===== config.mk =====
export PLATFORM = sky130hd
export DESIGN_NAME = mem_arbiter
export DESIGN_NICKNAME = d
export VERILOG_FILES = /design/src/rtl/mem_arbiter.sv
export SDC_FILE = /design/constraint.sdc
export NUM_CORES = 1
export LEC_CHECK = 0
export CAP_MARGIN = 20
export CELL_PAD_IN_SITES_DETAIL_PLACEMENT = 0
export CELL_PAD_IN_SITES_GLOBAL_PLACEMENT = 1
export CORE_MARGIN = 4
export CORE_UTILIZATION = 29
export DETAILED_ROUTE_END_ITERATION = 10
export PLACE_DENSITY = 0.84
export SLEW_MARGIN = 25
export SYNTH_ARGS = -nofsm -noshare
export SYNTH_HDL_FRONTEND = slang
export SYNTH_SLANG_ARGS = --single-unit

===== constraint.sdc =====
create_clock -name clk -period 1.9 [get_ports clk]
set_input_delay 0.38 -clock clk [delete_from_list [all_inputs] [get_ports clk]]
set_output_delay 0.38 -clock clk [all_outputs]
set_load 0.05 [all_outputs]

===== src/rtl/mem_arbiter.sv =====
// ---------------------------------------------------------------------------
// mem_arbiter
//   Two-requester arbiter in front of a single-ported word memory.
//   A winner is picked in IDLE and its command is registered. ACCESS then
//   drives the memory for WAIT_STATES+1 cycles. RESP pulses the winner's ack
//   for one cycle, and the FSM returns to IDLE.
//
//   Optional feature: define ARB_ROUND_ROBIN_EN to alternate grants between
//   simultaneous requesters. Without it, requester 0 always wins contention.
//
// Parameters
//   WAIT_STATES  extra memory cycles per access (0..15)
// Ports
//   clk, rst                         clock, synchronous active-high reset
//   req0/we0/addr0/wdata0            requester 0 command (held until ack0)
//   ack0, rdata0                     requester 0 completion pulse, read data
//   req1/we1/addr1/wdata1            requester 1 command (held until ack1)
//   ack1, rdata1                     requester 1 completion pulse, read data
//   mem_en, mem_we                   memory access / write strobes
//   mem_addr, mem_wdata              memory address / write data
//   mem_rdata                        memory read data (valid in final ACCESS)
// ---------------------------------------------------------------------------
module mem_arbiter #(
    parameter int WAIT_STATES = 1
) (
    input  logic        clk,
    input  logic        rst,
    input  logic        req0,
    input  logic        we0,
    input  logic [15:0] addr0,
    input  logic [15:0] wdata0,
    output logic        ack0,
    output logic [15:0] rdata0,
    input  logic        req1,
    input  logic        we1,
    input  logic [15:0] addr1,
    input  logic [15:0] wdata1,
    output logic        ack1,
    output logic [15:0] rdata1,
    output logic        mem_en,
    output logic        mem_we,
    output logic [15:0] mem_addr,
    output logic [15:0] mem_wdata,
    input  logic [15:0] mem_rdata
);

    localparam logic [3:0] WS = 4'(WAIT_STATES);

    typedef enum logic [1:0] {IDLE, ACCESS, RESP} state_t;

    state_t      state, state_nx;
    logic [3:0]  cnt;
    logic        sel;       // registered winner: 0 = requester 0, 1 = requester 1
    logic        we_r;
    logic [15:0] addr_r, wdata_r, rdata0_r, rdata1_r;
    logic        any_req, win, last_beat;

    assign any_req   = req0 | req1;
    assign last_beat = (cnt == WS);

`ifdef ARB_ROUND_ROBIN_EN
    // last = requester granted most recently. It resets to 1, so requester 0
    // wins the first contention after reset.
    logic last;

    always_comb begin
        if (req0 && req1) win = ~last;
        else              win = ~req0;
    end

    always_ff @(posedge clk) begin
        if (rst)                           last <= 1'b1;
        else if (state == IDLE && any_req) last <= win;
    end
`else
    // Fixed priority: requester 1 is granted only when requester 0 is idle.
    always_comb win = ~req0;
`endif

    // Next-state and strobe decode
    always_comb begin
        state_nx = state;
        mem_en   = 1'b0;
        ack0     = 1'b0;
        ack1     = 1'b0;
        case (state)
            IDLE:   if (any_req) state_nx = ACCESS;
            ACCESS: begin
                mem_en = 1'b1;
                if (last_beat) state_nx = RESP;
            end
            RESP: begin
                ack0     = ~sel;
                ack1     = sel;
                state_nx = IDLE;
            end
            default: state_nx = IDLE;
        endcase
    end

    assign mem_we    = mem_en & we_r;
    assign mem_addr  = addr_r;
    assign mem_wdata = wdata_r;
    assign rdata0    = rdata0_r;
    assign rdata1    = rdata1_r;

    always_ff @(posedge clk) begin
        if (rst) begin
            state    <= IDLE;
            cnt      <= '0;
            sel      <= 1'b0;
            we_r     <= 1'b0;
            addr_r   <= '0;
            wdata_r  <= '0;
            rdata0_r <= '0;
            rdata1_r <= '0;
        end else begin
            state <= state_nx;
            case (state)
                IDLE: if (any_req) begin
                    // Capture the command once. Later changes on the inputs
                    // are ignored until the FSM is back in IDLE.
                    sel     <= win;
                    we_r    <= win ? we1 : we0;
                    addr_r  <= win ? addr1 : addr0;
                    wdata_r <= win ? wdata1 : wdata0;
                    cnt     <= '0;
                end
                ACCESS: begin
                    if (last_beat) begin
                        if (!we_r) begin
                            if (sel) rdata1_r <= mem_rdata;
                            else     rdata0_r <= mem_rdata;
                        end
                    end else begin
                        cnt <= cnt + 4'd1;
                    end
                end
                default: ;
            endcase
        end
    end

endmodule


==> out/qor.csv <==
stage,metric,value,unit
logic_synthesis,synth_edf_count,0,
floorplanning,io_pins,154,
placed_design,gp_congestion,0.727,
floorplanning,initial_core_util,29.9,%
worst_hold_path,hold_path_class,reg2reg,
sta,skew,0.00688,ns
drt,drc_errors,0,
logic_synthesis,yosysTopAreaCell,dfxtp_1,
logic_synthesis,synthAdderAreaFrac,0.808,%
finish,final_core_util,48.9,%
finish,seq_area,1440,sq um
pwr,power,3.98,mW
logic_synthesis,yosys.area.top_type_share,46.5,%
cts,clk_latency,0.33,ns
logic_synthesis,synth_top_family_by_area,multiplexers,
logic_synthesis,synthArstFlopShare,0,%
worst_setup_path,crit_path_top_delay_cell,clkdlybuf4s50_1,
placed_design,dp_hpwl,6670,um
drt,wl_per_cell,14.5,um
worst_setup_path,cp-end-kind,output port,
grt,antenna_found_initial,0,
pwr,power_frac_comb,27.9,%
pwr,clkPwrFrac,29.8,%
sta,max_slew_margin,52.6,%
finish,drive_gt1_share,14.7,%
run_status,status,"finished, final reports clean",
grt,grt_pass1_wl,14000,um
pwr,power.internal,2.69,mW
worst_setup_path,crit_fanout,2,
logic_synthesis,synth.top_cells.by_area,"dfxtp_1 47%, mux2i_1 21%, a211oi_1 8.2%",
logic_synthesis,avgSynthCellArea,9.71,sq um
grt,grt_max_degree,49,
sta,tightest_slew,0.711,ns
worst_setup_path,crit_buf_inv,1,
grt,grtUsageTotal,13.7,%
sta,finalSetupTns,0,ns
drt,first_pass_iters,4,
floorplanning,fp.coreArea,10400,sq um
sta,rsz0062_at_grt,no,
pwr,vdd_drop_max,0.000352,V
logic_synthesis,muxShareOfSynthArea,21.0,%
logic_synthesis,syn_inst,319,
finish,antenna_cells,0,
logic_synthesis,synth_ff_type,dfxtp_1,
pwr,netSwitchingPower,1.29,mW
finish,num-nets-final,558,
logic_synthesis,yosys_warnings,0,
logic_synthesis,synth_simple_gate_area_share,11.9,%
cts,clockBufferDepth,2,
logic_synthesis,synth_xor_xnor_area_share,0,%
floorplanning,die_area,12400,sq um
logic_synthesis,yosysSeqAreaShare,46.5,%
job,drv_cap,0,
finish,fillCellCount,989,
drt,vias,2846,
grt,grt_pass1_vias,2916,
cts,numCtsBuffers,9,
pwr,cellPowerDensity,786,nW/um^2
worst_setup_path,critPathRequiredTime,1.52,ns
worst_setup_path,slowest_delay,0.83,ns
worst_setup_path,crit_cells,1,
pwr,leakagePower,2.51,nW
logic_synthesis,ys_seq_elements,72,
cts,cts_tree,yes,
worst_setup_path,crit_path_cell_trace,clkdlybuf4s50_1,
cts,h-tree-depth,3,
logic_synthesis,synthDistinctLibCells,32,
worst_setup_path,cp_top_family,buffers and inverters,
worst_hold_path,whs_path_depth,2,
worst_setup_path,worstSetupPathType,reg2out,
logic_synthesis,synth_nets,407,
floorplanning,die_w,111,um
finish,area_growth_syn_to_layout,63.6,%
finish,multi_input_area,1530,sq um
placed_design,pre_cts_slack,-0.0729,ns
drt,routed_wirelength,8850,um
sta,layout_setup_ws,0.0413,ns
cts,clk_pin_slew_worst_paths,0.07,ns
grt,grt_overflow,0,
drt,drt_iter0_markers,120,
cts,cts_setup_buffers,0,
sta,hold_violations,0,
pwr,switching_share,32.4,%
logic_synthesis,synth_compound_area_share,15.3,%
sta,period_minus_slack,1.86,ns
logic_synthesis,synthesis.area,3100,sq um
pwr,p_seq_share,42.3,%
drt,via_per_inst,4.66,
sta,slew_violations,0,
floorplanning,die-height,111,um
worst_setup_path,ff2ff_path_depth,5,
cts,root_buffer,clkbuf_8,
floorplanning,rows,37,
placed_design,port_buffers,153,
sta,timing.final.crit_share,97.8,%
cts,cts_sinks,72,
drt,antenna_left,0,
sta,setup_viol,0,
sta,max_freq,0.538,GHz
worst_setup_path,critical_path_arrival,1.48,ns
worst_setup_path,critPathLaunchType,flop,
cell families (layout without fill, tap and decap cells):
family / count (synthesis) / after routing
adders and majority gates: 2 / 2
DFF: 72 / 72
AOI/OAI and AO/OA: 75 / 75
buffers and inverters: 29 / 185
muxes: 65 / 65
and+or+nand+nor: 76 / 76
sequential cells by signal, indices dropped and copies added, names as in the netlist:
signal,count
sel,1
mem_wdata,16
cnt,4
we_r,1
rdata1,16
rdata0,16
mem_addr,16
state,2
cell usage in the layout, fill, tap and decap left out, drive strengths merged, types with 2 or more instances in the layout:
cell type and count:
dlygate4sd2 6, ha 2, mux2i 65, nor3b 2, o31ai 2, a211oi 34
inv 4, and2 2, or4 2, buf 44, nor3 2, nor2 4
clkbuf 10, or2 2, clkinv 3, nor4 2, dlymetal6s2s 25, clkdlybuf4s50 91
dfxtp 72, nand2 52, a21oi 37
layout make-up:
class	count	area share, %
Multi-Input combinational cell	218	30.2
Timing Repair Buffer	166	33.9
Clock inverter	6	1.36
Sequential cell	72	28.5
Tap cell	136	3.36
Clock buffer	10	2.52
Inverter	3	0.222
power by group through the flow:
| stage | Clock [mW] | Sequential, mW | Combinational [mW] |
|---|---|---|---|
| after CTS | 1.23 | 1.68 | 1.13 |
| after global routing | 1.29 | 1.70 | 1.18 |
| final | 1.19 | 1.68 | 1.11 |
| after detailed placement | 0 | 1.72 | 1.13 |
| after global placement | 0 | 1.71 | 1.12 |
| after floorplan | 0 | 2.02 | 0.344 |
per-layer routing:
| metal | wire length (um) | vias to the layer above | part of all wire [%] | global-route usage, % |
|---|---|---|---|---|
| met5 | 0 | - | 0 | 0 |
| met2 | 4230 | 116 | 48 | 23.6 |
| met3 | 775 | 11 | 8.8 | 5.38 |
| li1 | - | 1439 | - | - |
| met1 | 3740 | 1280 | 42 | 15.8 |
| met4 | 99 | 0 | 1.1 | 3.65 |
what timing repair did:
item                                    in CTS  in global routing
hold endpoints to repair                     0                  0
gates resized for setup                      6                 27
hold buffers                                 0                  0
endpoints found under the setup margin       6                 26
path summary, 6_finish.rpt:
| kind | slack (ns) | start | end |
|---|---|---|---|
| setup / recovery | 0.04 | rdata0[3] | rdata0[3] |
| hold / removal | 0.46 | rdata0[3] | rdata0[3] |
| setup reg to reg | 0.18 | cnt[0] | rdata0[9] |
| hold reg to reg | 0.46 | rdata0[3] | rdata0[3] |
cell usage after synthesis, drive strengths merged, types with 3 or more instances:
| cell type | count |
|---|---|
| dfxtp | 72 |
| mux2i | 65 |
| nand2 | 52 |
| a21oi | 37 |
| a211oi | 34 |
| buf | 14 |
| clkbuf | 12 |
| nor2 | 4 |
| inv | 3 |
per-stage QoR:
stage,hold WS [ns],cell area [sq um],cells
after CTS,0.461,5000,611
after floorplan,0.457,3100,319
final,0.456,5070,611
after global routing,0.478,5070,611
after detailed placement,0.447,4810,595
after global placement,0.445,4810,595
(Power assumes the default switching activity.)
